[src/rtl/fetch_unit_pkg.sv]
// Shared fetch definitions: opcode width, default reset PC, fetch FSM encodings, buffer depth.
// FETCH_PREFETCH_EN selects a 2-entry prefetch buffer; otherwise a single entry.
package fetch_unit_pkg;

   localparam int OPCODE_W         = 5;
   localparam int RESET_PC_DEFAULT = 0;

   typedef enum logic [1:0] {
      FETCH_REQ  = 2'd0,
      FETCH_WAIT = 2'd1,
      FETCH_DROP = 2'd2
   } fetch_state_e;

`ifdef FETCH_PREFETCH_EN
   localparam int FETCH_DEPTH = 2;
`else
   localparam int FETCH_DEPTH = 1;
`endif

endpackage

[src/rtl/fetch_unit_buf.sv]
// Shift-register FIFO (depth 1 or 2) holding fetched {pc, instr} words for decode.
// Entry 0 is always the head, so the head drives decode straight from a flop.
module fetch_unit_buf
   import fetch_unit_pkg::*;
#(
   parameter int DEPTH = 1,
   parameter int W     = 16,
   parameter int CNT_W = $clog2(DEPTH + 1)
) (
   input  logic             clk,
   input  logic             rst,
   input  logic             push,
   input  logic [W-1:0]     push_data,
   input  logic             pop,
   input  logic             flush,
   output logic [W-1:0]     head,
   output logic             empty,
   output logic [CNT_W-1:0] cnt_nxt
);

   logic [W-1:0]     ent_q [DEPTH];
   logic [W-1:0]     ent_d [DEPTH];
   logic [CNT_W-1:0] cnt_q, cnt_d;
   logic             do_pop, do_push;
   int               wr_idx;

   assign do_pop  = pop && (cnt_q != '0);
   assign do_push = push && (do_pop || (cnt_q != CNT_W'(DEPTH)));
   assign wr_idx  = int'(cnt_q) - (do_pop ? 1 : 0);

   always_comb begin
      ent_d = ent_q;
      cnt_d = cnt_q;
      if (flush) begin
         cnt_d = '0;
      end else begin
         if (do_pop) begin
            for (int i = 0; i < DEPTH - 1; i++) ent_d[i] = ent_q[i+1];
         end
         for (int i = 0; i < DEPTH; i++) begin
            if (do_push && (i == wr_idx)) ent_d[i] = push_data;
         end
         cnt_d = cnt_q + CNT_W'(do_push) - CNT_W'(do_pop);
      end
   end

   always_ff @(posedge clk or posedge rst) begin
      if (rst) begin
         cnt_q <= '0;
         for (int i = 0; i < DEPTH; i++) ent_q[i] <= '0;
      end else begin
         cnt_q <= cnt_d;
         ent_q <= ent_d;
      end
   end

   assign head    = ent_q[0];
   assign empty   = (cnt_q == '0);
   assign cnt_nxt = cnt_d;

endmodule

[src/rtl/fetch_unit.sv]
// Instruction fetch front end: owns the PC, one-outstanding imem reads, redirects, decode handshake.
// Buffer depth set by FETCH_PREFETCH_EN (2 entries when defined, 1 otherwise).
//
//  state      | meaning
//  FETCH_REQ  | idle / requesting imem_addr=pc when the buffer has room
//  FETCH_WAIT | request accepted, waiting for the word at pc
//  FETCH_DROP | outstanding word is stale after a redirect; discard it on arrival
module fetch_unit
   import fetch_unit_pkg::*;
#(
   parameter int                ADDR_W   = 8,
   parameter int                INSTR_W  = 8,
   parameter logic [ADDR_W-1:0] RESET_PC = ADDR_W'(RESET_PC_DEFAULT)
) (
   input  logic                  clk,
   input  logic                  rst,
   output logic                  imem_req_valid,
   input  logic                  imem_req_ready,
   output logic [ADDR_W-1:0]     imem_addr,
   input  logic                  imem_rsp_valid,
   input  logic [INSTR_W-1:0]    imem_rsp_data,
   input  logic                  redirect_valid,
   input  logic [ADDR_W-1:0]     redirect_pc,
   output logic                  instr_valid,
   input  logic                  instr_ready,
   output logic [OPCODE_W-1:0]   instr_opcode,
   output logic [INSTR_W-OPCODE_W-1:0] instr_operand,
   output logic [ADDR_W-1:0]     instr_pc
);

   localparam int OPER_W = INSTR_W - OPCODE_W;
   localparam int ENT_W  = ADDR_W + INSTR_W;
   localparam int CNT_W  = $clog2(FETCH_DEPTH + 1);

   fetch_state_e      state_q, state_d;
   logic [ADDR_W-1:0] pc_q, pc_d;
   logic [ADDR_W-1:0] addr_q, addr_d;
   logic              req_valid_q, req_valid_d;
   logic              accept, push, pop;
   logic [ENT_W-1:0]  head;
   logic              buf_empty;
   logic [CNT_W-1:0]  cnt_nxt;

   assign accept = req_valid_q && imem_req_ready;
   assign pop    = instr_valid && instr_ready;

   always_comb begin
      state_d = state_q;
      pc_d    = pc_q;
      push    = 1'b0;
      unique case (state_q)
         FETCH_REQ: begin
            if (accept) state_d = redirect_valid ? FETCH_DROP : FETCH_WAIT;
         end
         FETCH_WAIT: begin
            // a word landing in the same cycle as a redirect is already stale
            if (redirect_valid) begin
               state_d = imem_rsp_valid ? FETCH_REQ : FETCH_DROP;
            end else if (imem_rsp_valid) begin
               state_d = FETCH_REQ;
               push    = 1'b1;
               pc_d    = pc_q + 1'b1;
            end
         end
         FETCH_DROP: begin
            if (imem_rsp_valid) state_d = FETCH_REQ;
         end
         default: state_d = FETCH_REQ;
      endcase
      if (redirect_valid) pc_d = redirect_pc;
   end

   // request only when the buffer will still have a slot for the word once it returns
   always_comb begin
      req_valid_d = (state_d == FETCH_REQ) && (cnt_nxt < CNT_W'(FETCH_DEPTH));
      addr_d      = pc_d;
   end

   always_ff @(posedge clk or posedge rst) begin
      if (rst) begin
         state_q     <= FETCH_REQ;
         pc_q        <= RESET_PC;
         addr_q      <= '0;
         req_valid_q <= 1'b0;
      end else begin
         state_q     <= state_d;
         pc_q        <= pc_d;
         addr_q      <= addr_d;
         req_valid_q <= req_valid_d;
      end
   end

   fetch_unit_buf #(
      .DEPTH (FETCH_DEPTH),
      .W     (ENT_W),
      .CNT_W (CNT_W)
   ) u_buf (
      .clk       (clk),
      .rst       (rst),
      .push      (push),
      .push_data ({pc_q, imem_rsp_data}),
      .pop       (pop),
      .flush     (redirect_valid),
      .head      (head),
      .empty     (buf_empty),
      .cnt_nxt   (cnt_nxt)
   );

   assign imem_req_valid = req_valid_q;
   assign imem_addr      = addr_q;
   assign instr_valid    = !buf_empty;
   assign instr_opcode   = head[INSTR_W-1 -: OPCODE_W];
   assign instr_operand  = head[OPER_W-1:0];
   assign instr_pc       = head[ENT_W-1 -: ADDR_W];

   rsp_only_when_outstanding: assert property (
      @(posedge clk) disable iff (rst) imem_rsp_valid |-> (state_q != FETCH_REQ)
   );

endmodule

[config.mk]
export PLATFORM = sky130hd
export DESIGN_NAME = fetch_unit
export DESIGN_NICKNAME = d
export VERILOG_FILES = /design/src/rtl/fetch_unit_pkg.sv /design/src/rtl/fetch_unit_buf.sv /design/src/rtl/fetch_unit.sv
export SDC_FILE = /design/constraint.sdc
export NUM_CORES = 1
export LEC_CHECK = 0
export ABC_AREA = 1
export BUFFER_PORTS_ARGS = -buffer_cell sky130_fd_sc_hd__buf_4
export CAP_MARGIN = 20
export CORE_UTILIZATION = 40
export DETAILED_ROUTE_END_ITERATION = 8
export GPL_TIMING_DRIVEN = 0
export PLACE_DENSITY_LB_ADDON = 0.2
export SLEW_MARGIN = 40
export SYNTH_ARGS = -nofsm -noshare
export SYNTH_HDL_FRONTEND = slang
export SYNTH_HIERARCHICAL = 1
export SYNTH_SLANG_ARGS = --single-unit
export TNS_END_PERCENT = 1
[constraint.sdc]
create_clock -name clk -period 1.95 [get_ports clk]
set_input_delay 0.39 -clock clk [delete_from_list [all_inputs] [get_ports clk]]
set_output_delay 0.39 -clock clk [all_outputs]
set_load 0.005 [all_outputs]
Yosys cells after proc, flatten, opt, wreduce, memory -nomap -nowiden
Cells that the tools add are included.
{"block": "word_totals", "reg_bits": 28, "inputBits": 22, "output_inout_bits": 26}
{"block": "classes", "addsub": 4, "n_lt_le_gt_ge": 1, "eq_ne": 2, "muxes": 14, "bitwise_logic": 2, "n_reduce_logical": 14}
{"cell": "zero test 32 bit", "n": 1}
{"cell": "subtractor 2 x 32 -> 32 bit", "n": 1}
{"cell": "2-to-1 mux 8 bit", "n": 3}
{"cell": "2-to-1 mux 2 bit", "n": 5}
{"cell": "adder 8 x 1 -> 8 bit (second input constant)", "n": 1}
{"cell": "logical AND 1 bit", "n": 6}
{"cell": "case mux 2 bit (3 select lines)", "n": 1}
{"cell": "2-to-1 mux 1 bit", "n": 5}
{"cell": "zero test 2 bit", "n": 2}
{"cell": "AND reduction 2 bit", "n": 2}
{"cell": "nonzero test 2 bit", "n": 2}
{"cell": "== test 2 x 1 -> 1 bit (second input constant)", "n": 1}
{"cell": "== test 2 bit (second input constant)", "n": 1}
{"cell": "NOT 1 bit", "n": 2}
{"cell": "adder 1 bit", "n": 1}
{"cell": "logical OR 1 bit", "n": 1}
{"cell": "< comparator 1 bit (second input constant)", "n": 1}
{"cell": "subtractor 1 bit", "n": 1}

Depth between registers and ports, before layout
Gate-level depths: netlist of run 1.
{"block": "logic_depth", "word_depth": 9, "ltp_mapped": 9, "depth_no_buf": 8}

By module
The synthesis of run 1 kept the hierarchy.
{"module": "fetch_unit", "n_inst": 1, "cells_each": 101, "area_per_inst_um2": 714.4, "seq_area_each_um2": 275.3}
{"module": "fetch_unit_buf", "n_inst": 1, "cells_each": 76, "area_per_inst_um2": 698.2, "seq_area_each_um2": 425.4}

Least setup slack after synthesis of run 1
Ideal clock, no wire load.
{"block": "synth_path", "path_type": "reg-to-reg", "startpoint": "reg state_q[1]", "endpoint": "reg u_buf.ent_q, in the netlist u_buf/head[11]", "setup_ns": 0.117, "t_arrival_ns": 1.271, "required_time_ns": 1.833, "path_slack_ns": 0.562, "stages_incl_launch_ff": 10, "period_less_slack_ns": 1.388, "cell_sequence": "dfrtp_1 > inv_2 > nand3_4 > nor2_8 > inv_2 > nor2_4 > nand2_4 > buf_6 > nand2_1 > nand2_1"}
{"block": "synth_between", "elab_chain_len": 5}
{"element": "start, declared", "line_no": "fetch_unit.sv:35", "rtl": "fetch_state_e state_q, state_d;"}
{"element": "start signal, assigned", "line_no": "fetch_unit.sv:86", "rtl": "state_q <= state_d;"}
{"element": "== test 2 x 1 -> 1 bit", "line_no": "fetch_unit.sv:51", "rtl": "unique case (state_q)"}
{"element": "2-to-1 mux 1 bit", "line_no": "fetch_unit.sv:51"}
{"element": "via push", "line_no": "fetch_unit.sv:39", "rtl": "logic accept, push, pop;"}
{"element": "logical AND 1 bit", "line_no": "fetch_unit_buf.sv:28", "rtl": "assign do_push = push && (do_pop || (cnt_q != CNT_W'(DEPTH)));"}
{"element": "logical AND 1 bit", "line_no": "fetch_unit_buf.sv:41", "rtl": "if (do_push && (i == wr_idx)) ent_d[i] = push_data;"}
{"element": "AND reduction 2 bit (no source line)"}
{"element": "end signal, assigned", "line_no": "fetch_unit_buf.sv:53", "rtl": "ent_q <= ent_d;"}
{"element": "end, declared", "line_no": "fetch_unit_buf.sv:21", "rtl": "logic [W-1:0] ent_q [DEPTH];"}
The timed path passes the listed nets, and every way through them passes these cells.
A chain may end at the register's enable or synchronous reset.

Worst setup path in the final report of run 1
{"block": "layout_path", "startpoint": "reg state_q[1]", "endpoint": "reg u_buf.ent_q, in the netlist u_buf/head[6]"}
Same word-level chain as after synthesis.

==> results of run 1 <==
cell usage after synthesis (all sizes together):
cell type  instances
nand2             70
nand3             36
dfrtp             28
inv               14
nor2              11
a21oi              5
buf                4
clkinv             3
o21bai             2
a31oi              1
ha                 1
nand4              1
or2                1
registers in the layout, summed over array words and instances (netlist names):
signal	count
imem_addr	8
imem_req_valid	1
state_q	2
u_buf/cnt_q	1
u_buf/head	16
cell type report:
class                      count  area share, %
sequential                    28           37.7
multi-input combinational    128           33.0
timing repair buffer          47           19.0
inverter                      17           3.43
tap                           46           3.10
clock buffer                   4           1.95
buffer                         4           1.88
per-layer routing:
layer	up-vias	global-route usage (%)	part of all wire, %
met5	-	0	0
met4	0	4.76	0
met3	0	2.10	6.1
met2	36	28.6	46
met1	554	23.5	48
li1	672	-	-
power by group through the flow:
stage	clock network, mW	registers (mW)	logic, mW
final	0.286	0.893	0.604
after detailed placement	0	0.907	0.614
after global routing	0.326	0.922	0.694
after floorplan	0	0.907	0.254
after global placement	0	0.909	0.602
after CTS	0.298	0.896	0.615
worst register-to-register path: stages (launching register included):
cell and delay [ns]:
dfrtp_1 0.44, inv_2 0.11, nand3_4 0.13, nor2_8 0.18
inv_2 0.07, nor2_4 0.20, nand2_4 0.11, buf_6 0.16
nand2_1 0.05, nand2_1 0.05
placed cells by master (no fill, tap or decap), drive strengths merged:
cell	netlist	final
nand2	70	70
buf	4	51
nand3	36	36
dfrtp	28	28
inv	14	14
nor2	11	11
a21oi	5	5
clkbuf	0	4
clkinv	3	3
o21bai	2	2
nand4	1	1
a31oi	1	1
or2	1	1
ha	1	1
cells by family (layout without fill, tap and decap cells):
logic type | count (synthesis) | after routing | share of synthesized area, %
simple gates | 119 | 119 | 38.8
buf+inv | 21 | 72 | 7.00
compound gates | 8 | 8 | 3.72
fa+ha+maj | 1 | 1 | 0.886
flops | 28 | 28 | 49.6
through the flow:
step	setup WS [ns]	util, %
2_1_floorplan	0.562	-
3_3_place_gp	0.384	54.2
3_5_place_dp	0.370	54.2
4_1_cts	0.354	55.3
5_1_grt	0.244	55.3
6_report	0.363	55.3
worst max path at each step:
stage / from / endpoint / slack [ns] / cells past startpoint
floorplan: state_q[1]$_DFF_PP0_ / u_buf/head[11]$_DFFE_PP0P_ / 0.56 / 9
global placement: imem_rsp_valid / u_buf/head[9]$_DFFE_PP0P_ / 0.38 / 9
detailed placement: imem_rsp_valid / u_buf/head[6]$_DFFE_PP0P_ / 0.37 / 9
CTS: state_q[1]$_DFF_PP0_ / u_buf/head[6]$_DFFE_PP0P_ / 0.35 / 9
global route: state_q[1]$_DFF_PP0_ / u_buf/head[8]$_DFFE_PP0P_ / 0.24 / 9
finish: state_q[1]$_DFF_PP0_ / u_buf/head[6]$_DFFE_PP0P_ / 0.36 / 9
==> results.md, run 1 <==
* Status: completed
* CP top delay family: simple AND/OR/NAND/NOR gates
* Via count at 1262
* Seq/Total Area, Yosys at 49.6%
* Static leakage at 1.01 nW
* Initial cell density of the core at 42.0%
* Max Cap Violations at 0
* Post-Place Cells at 270
* DR DRC count at 0
* Mean routed wirelength per cell at 10.7 um
* Reg2Reg Launch Point: state_q[1]$_DFF_PP0_
* FMAX at 630 MHz
* Multi-input logic area at 613 um^2
* Avg Inst Size Synth at 7.98 um^2
* Rel. slew slack at 58.2%
* Clk sinks at 28
* TNS Setup at 0 ns
* Crit path max fanout at 10
* Initial antenna violation count at 0
* Sequential share of power at 50.1%
* Non-Filler Instances at 274
* Die Y-Extent at 61.4 um
* Chip width at 61.4 um
* Synthesis-to-layout area growth at 31.6%
* Worst slew pin tran at 0.626 ns
* Max-slew violations at 0
* Vias in the first global route at 1097
* Leading area contributor after synthesis: dfrtp_1
* CP max-delay cell: dfrtp_1
* Largest stage delay, worst path at 0.44 ns
* # diodes at 0
* VDD IR-drop max at 0.000395 V
* Hold_ws at 0.0505 ns
* Final Cycle Share at 81.4%
* Iter 0 DRT Violations at 67
* Setup crit end kind: flip-flop
* Largest net degree at the start of global routing at 18
* GPL Wtd Cong at 0.781
* Hold Buf Count CTS at 0
* Post-DP HPWL at 2180 um
* Die area at 3770 um^2
* Post-Place Cell Area at 1820 um^2
* Worst-path clk slew at 0.15 ns
* Worst r2r dst: u_buf/head[6]$_DFFE_PP0P_
* Internal power at 1.21 mW
* Final hold vios at 0
* H-Tree Depth at 1
* Port-buffer cells at 47
* FF-to-FF path depth at 9
* Post-CTS resize count at 0
* Gr usage total at 17.1%
* Synthesis Warnings at 6
* Core area at 3360 um^2
* Ports at 48
* HP Class: in2async
* Critical path type: reg2reg
* Grt ovf at 0
* CP bufs+invs at 3
* Mapped Nets at 200
* Sw frac at 31.9%
* Yosys top cell area share at 49.6%
* Number of post-CTS setup repair buffers at 0
* Setup violations, final at 0
* Post-Synthesis Cells at 177
* Logic pwr share at 33.9%
* CP Launch Type: flip-flop
* Rows at 21
* DR pass1 iterations at 5
* Share of cells above drive strength 1 at 28.9%
* RSZ-0062 raised after global routing: no
* Setup slack, reg-to-reg at 0.36 ns
* FILL cells at 353
* Dominant cells by area after synthesis: dfrtp_1 (50%), nand2_1 (18%), nand3_1 (12%)
* Routed WL at 2940 um
* Critical Path RT at 2.18 ns
* Worst Skew at 0.00710 ns
* FF/Latch Area at 701 um^2
* Cells along the critical path: inv_2, nand3_4, nor2_8, inv_2, nor2_4, nand2_4, buf_6, nand2_1, nand2_1
* # nets final at 252
* CTS tree: yes
* PwrDens at 959 nW/um^2
* Detail Route Antenna Nets at 0
* Synth cell types at 22
* Worst-Skew Late Latency at 0.33 ns
* Vias per cell at 4.61
* Fin area at 1860 um^2
* Synthesized area at 1410 um^2
* Max clock buf depth at 2
* Cts bufs inserted at 3
* First-pass GRT wire length at 4800 um
* Final min period at 1.59 ns
* Clk root buf: clkbuf_4
* Total power at 1.78 mW
* Seq cells post-synth at 28
* Clock power frac at 16.1%
* Arrival time at the worst endpoint at 1.82 ns
* P_sw at 0.569 mW
No activity file was read; power rests on OpenSTA's default activity.
==> inputs of run 2 (changes only) <==
clock period = 1.6 ns   (was 1.95 ns; I/O delays follow)
==> results.md, run 2 (same netlist as run 1, synthesis figures left out) <==
* Status: completed
* Setup slack, reg-to-reg at 0.11 ns (-0.25 ns)
* Iter 0 DRT Violations at 80 (+19%)
* Final Cycle Share at 93.1% (+12 points)
* Leading cell type in the layout, fill and taps excluded: nand2_1
* # nets final at 257 (+2.0%)
* Mean routed wirelength per cell at 10.6 um (-1.4%)
* Setup violations, final at 0 (unchanged)
* Arrival time at the worst endpoint at 1.72 ns (-0.10 ns)
* VDD IR-drop max at 0.000482 V (+22%)
* Crit path max fanout at 10 (unchanged)
* P_sw at 0.695 mW (+22%)
* Worst r2r dst: u_buf/head[6]$_DFFE_PP0P_
* Critical path type: reg2reg
* Port-buffer cells at 47 (unchanged)
* Final hold vios at 0 (unchanged)
* HP Class: in2reg
* Worst-Skew Late Latency at 0.33 ns (about the same)
* Synthesis-to-layout area growth at 34.5%
* Rows at 21 (unchanged)
* Worst Skew at 0.00687 ns (-0.000225 ns)
* HP Start: redirect_pc[3]
* Rel. slew slack at 58.5% (+0.23 points)
* Worst-path clk slew at 0.15 ns (about the same)
* Critical Path RT at 1.83 ns (-0.35 ns)
* Chip width at 61.4 um (unchanged)
* Die area at 3770 um^2 (unchanged)
* Routed WL at 2950 um (+0.37%)
* CP Launch Type: flip-flop
* Hold Path Depth at 3
* Core area at 3360 um^2 (unchanged)
* FILL cells at 352 (-0.28%)
* Commonest cells after routing, fill and taps aside: nand2_1 (68), buf_4 (52), nand3_1 (34)
* Max FFs per register at 16 (unchanged)
* Initial antenna violation count at 0 (unchanged)
* Clk root buf: clkbuf_4
* # diodes at 0 (unchanged)
* Grt ovf at 0 (unchanged)
* Sequential share of power at 49.8% (-0.3 points)
* FMAX at 671 MHz (+6.6%)
* Total power at 2.18 mW (+22%)
* Cts bufs inserted at 3 (unchanged)
* Ports at 48 (unchanged)
* Max-slew violations at 0 (unchanged)
* Clock power frac at 16.0% (about the same)
* Worst slew pin tran at 0.622 ns (-0.00352 ns)
* Vias per cell at 4.56 (-0.94%)
* Largest net degree at the start of global routing at 18 (unchanged)
* Worst hold endpoint: imem_addr[3]$_DFFE_PP0P_
* Post-DP HPWL at 2180 um (unchanged)
* Clk sinks at 28 (unchanged)
* Die Y-Extent at 61.4 um (unchanged)
* Logic pwr share at 34.1% (+0.2 points)
* Reg2Reg Launch Point: state_q[1]$_DFF_PP0_
* Detail Route Antenna Nets at 0 (unchanged)
* Internal power at 1.49 mW (+23%)
* Static leakage at 1.03 nW (+2.4%)
* Gr usage total at 17.1% (unchanged)
* DR DRC count at 0 (unchanged)
* Max clock buf depth at 2 (unchanged)
* First-pass GRT wire length at 4800 um (unchanged)
* DR pass1 iterations at 4 (-1)
* Initial cell density of the core at 42.0% (unchanged)
* Setup crit end kind: flip-flop
* Max Cap Violations at 0 (unchanged)
* Via count at 1273 (+0.87%)
* TNS Setup at 0 ns (unchanged)
* RSZ-0062 raised after global routing: no
* PwrDens at 1150 nW/um^2 (+20%)
* CTS tree: yes
* H-Tree Depth at 1 (unchanged)
* GPL Wtd Cong at 0.781 (unchanged)
* Final min period at 1.49 ns (-0.0976 ns)
* Vias in the first global route at 1098 (+0.091%)
* Share of cells above drive strength 1 at 30.0% (+1.1 points)
* Sw frac at 31.8% (-0.071 points)
* FF-to-FF path depth at 9 (unchanged)
[run 2: area by class of cell]
cell class | instances | area [um^2] | area share, %
plain buffers | 4 | 35.0 | 1.84
repair buffers | 52 | 393 | 20.7
well taps | 46 | 57.6 | 3.03
multi-input cells | 128 | 613 | 32.3
inverters | 17 | 63.8 | 3.36
flip-flops and latches | 28 | 701 | 36.9
clock buffers | 4 | 36.3 | 1.91
[run 2: repair_timing]
action | in CTS | in global routing
buffers inserted | 0 | 4
gates resized for setup | 0 | 0
hold endpoints to repair | 11 | 0
endpoints found under the setup margin | 0 | 10
hold buffers | 1 | 0
[run 2: metal layers]
layer  share of wire (%)  track usage, %  up-vias
met4                   0            4.76        0
met5                   0               0        -
met2                  47            28.6       30
met1                  48            23.5      561
met3                 5.1            2.10        0
li1                    -               -      682
[run 2: power by group through the flow]
stage / Clock [mW] / Combinational, mW / Sequential (mW)
3_3_place_gp: 0 / 0.734 / 1.11
3_5_place_dp: 0 / 0.749 / 1.11
2_1_floorplan: 0 / 0.310 / 1.11
4_1_cts: 0.363 / 0.751 / 1.09
5_1_grt: 0.398 / 0.856 / 1.12
6_report: 0.350 / 0.745 / 1.09
[run 2: stage by stage]
| step | instance area (um^2) | cells | util (%) | hold slack, ns | setup WS, ns |
|---|---|---|---|---|---|
| global placement | 1820 | 270 | 54.2 | 0.370 | 0.0533 |
| floorplan | 1410 | 177 | - | 0.172 | 0.212 |
| CTS | 1870 | 275 | 55.6 | 0.183 | 0.00425 |
| finish | 1900 | 279 | 56.5 | 0.190 | 0.111 |
| global route | 1900 | 279 | 56.5 | 0.177 | 0.0185 |
| detailed placement | 1820 | 270 | 54.2 | 0.371 | 0.0265 |
[run 2: critical path, cell delays in order (launching register included)]
cell	delay (ns)
dfrtp_1	0.44
inv_2	0.11
nand3_4	0.13
nor2_8	0.15
inv_2	0.05
nor2_4	0.16
nand2_4	0.10
buf_6	0.15
nand2_1	0.05
nand2_1	0.05
[run 2: worst max path at each step]
stage	cells past startpoint	start	to	slack, ns
final	9	state_q[1]$_DFF_PP0_	u_buf/head[6]$_DFFE_PP0P_	0.11
after global routing	9	state_q[1]$_DFF_PP0_	u_buf/head[8]$_DFFE_PP0P_	0.02
after CTS	9	state_q[1]$_DFF_PP0_	u_buf/head[6]$_DFFE_PP0P_	0.004
after detailed placement	9	state_q[1]$_DFF_PP0_	u_buf/head[6]$_DFFE_PP0P_	0.03
after global placement	9	state_q[1]$_DFF_PP0_	u_buf/head[9]$_DFFE_PP0P_	0.05
after floorplan	9	state_q[1]$_DFF_PP0_	u_buf/head[11]$_DFFE_PP0P_	0.21
==> inputs of run 3 (changes only) <==
CELL_PAD_IN_SITES_DETAIL_PLACEMENT = 1   (was default)
CELL_PAD_IN_SITES_GLOBAL_PLACEMENT = 2   (was default)
CORE_MARGIN = 1   (was default)
CORE_UTILIZATION = 27   (was 40)
REMOVE_ABC_BUFFERS = 1   (was default)
==> results.md, run 3 (same netlist as run 1, synthesis figures left out) <==
* Largest net degree at the start of global routing at 19 (+1)
* FMAX at 691 MHz (+2.9%)
* Worst-path clk slew at 0.10 ns (-0.05 ns)
* First-pass GRT wire length at 6420 um (+34%)
* Vias in the first global route at 1365 (+24%)
* Setup violations, final at 0 (unchanged)
* Max-slew violations at 0 (unchanged)
* Commonest cells after routing, fill and taps aside: nand2_1 (68), buf_4 (51), nand3_1 (34)
* Post-DP HPWL at 2830 um (+30%)
* Port-buffer cells at 47 (unchanged)
* Share of cells above drive strength 1 at 28.9% (-1.1 points)
* Status: completed
* Finished Core Util at 39.3% (-17 points)
* Vias per cell at 4.48 (-1.9%)
* Die Y-Extent at 74.3 um (+21%)
* Worst Skew at 0.00241 ns (-0.00447 ns)
* Gr usage total at 15.1% (-2.0 points)
* H-Tree Depth at 1 (unchanged)
* Critical Path RT at 1.77 ns (-0.06 ns)
* Initial antenna violation count at 0 (unchanged)
* Max clock buf depth at 2 (unchanged)
* Initial cell density of the core at 28.9% (-13 points)
* Worst-Skew Late Latency at 0.27 ns (-0.06 ns)
* Routed WL at 3770 um (+28%)
* Detail Route Antenna Nets at 0 (unchanged)
* Grt ovf at 0 (unchanged)
* Clk sinks at 28 (unchanged)
* Dpl ws at -0.172 ns (-0.198 ns)
* CTS tree: yes
* Cts bufs inserted at 3 (unchanged)
* RSZ-0062 raised after global routing: no
* Final min period at 1.45 ns (-0.0422 ns)
* Clk root buf: clkbuf_8
* Final Cycle Share at 90.4% (-2.6 points)
* PwrDens at 1260 nW/um^2 (+10%)
* Max Cap Violations at 0 (unchanged)
* Static leakage at 1.02 nW (-0.90%)
* Core area at 4880 um^2 (+45%)
* Arrival time at the worst endpoint at 1.62 ns (-0.10 ns)
* Ports at 48 (unchanged)
* HP Class: in2async
* DR pass1 iterations at 4 (unchanged)
* Final hold vios at 0 (unchanged)
* DR DRC count at 0 (unchanged)
* Chip width at 74.3 um (+21%)
* Die area at 5520 um^2 (+46%)
* Mean routed wirelength per cell at 12.8 um (+21%)
* Via count at 1321 (+3.8%)
* Setup crit end kind: flip-flop
* # nets final at 252 (-1.9%)
* CP Launch Type: flip-flop
* Crit path max fanout at 16 (+6)
* Final setup margin at 0.153 ns (+0.0422 ns)
* Leading cell type in the layout, fill and taps excluded: nand2_1
* Max FFs per register at 16 (unchanged)
* FILL cells at 630 (+79%)
* Hold Buf Count CTS at 0 (-1)
* Rel. slew slack at 56.9% (-1.6 points)
* GPL Wtd Cong at 0.746 (-4.4%)
* Critical path type: reg2reg
* Rows at 25 (+19%)
* Iter 0 DRT Violations at 82 (+2.5%)
* Worst slew pin tran at 0.647 ns (+0.0241 ns)
* VDD IR-drop max at 0.000386 V (-20%)
* # diodes at 0 (unchanged)
* Synthesis-to-layout area growth at 35.6%
run 3: area by class of cell:
type / count / area, um^2 / share of cell area [%]
clock inverter: 1 / 30.0 / 1.57
inverter: 17 / 63.8 / 3.33
clock buffer: 3 / 41.3 / 2.16
timing repair buffer: 51 / 383 / 20.0
multi-input combinational: 128 / 613 / 32.0
sequential: 28 / 701 / 36.6
tap: 67 / 83.8 / 4.38
run 3: report_power, final:
| part | switching (mW) | total (mW) | internal, mW |
|---|---|---|---|
| registers | 0.168 | 1.09 | 0.926 |
| clock network | 0.230 | 0.565 | 0.335 |
| logic | 0.346 | 0.761 | 0.416 |
run 3: repair_timing:
item                                    4_1_cts  5_1_grt
gates cloned                                  0        0
setup buffers                                 2        2
resized for setup                             0        0
endpoints found under the setup margin       16       16
pin swaps                                     1        1
run 3: critical path: stages, from the launching register on:
cell	delay, ns
dfrtp_1	0.43
inv_2	0.11
nand3_4	0.14
nor2_8	0.16
inv_2	0.06
nor2_4	0.15
nand2_4	0.14
nand2_1	0.11
nand2_1	0.05
run 3: path summary, 6_finish.rpt:
path	start	endpoint	slack (ns)	cells after the start
max	state_q[1]$_DFF_PP0_	u_buf/head[8]$_DFFE_PP0P_	0.15	8
min	rst	imem_req_valid$_DFF_PP0_	0.06	2
max reg2reg	state_q[1]$_DFF_PP0_	u_buf/head[8]$_DFFE_PP0P_	0.15	8
min reg2reg	u_buf/head[10]$_DFFE_PP0P_	u_buf/head[10]$_DFFE_PP0P_	0.48	2
max in group asynchronous	rst	u_buf/head[10]$_DFFE_PP0P_	1.05	2
min in group clk	redirect_pc[3]	imem_addr[3]$_DFFE_PP0P_	0.26	3
run 3: stage by stage:
stage	std cells	hold WS, ns	setup TNS [ns]	instance area, um^2	power (mW)
final	295	0.0640	0	1920	2.42
after global routing	295	0.0920	0	1920	2.60
after CTS	293	0.0798	0	1900	2.46
after detailed placement	287	0.386	-2.48	1810	1.88
after global placement	287	0.374	-1.90	1810	1.85
after floorplan	173	0.172	0	1380	1.41
run 3: layer usage:
layer | share of wire (%) | up-vias | routed length [um] | track usage, %
li1 | - | 667 | - | -
met1 | 45 | 618 | 1690 | 18.5
met2 | 49 | 34 | 1840 | 27.1
met3 | 5.7 | 2 | 213 | 2.98
met4 | 0.58 | 0 | 22 | 3.98
met5 | 0 | - | 0 | 0
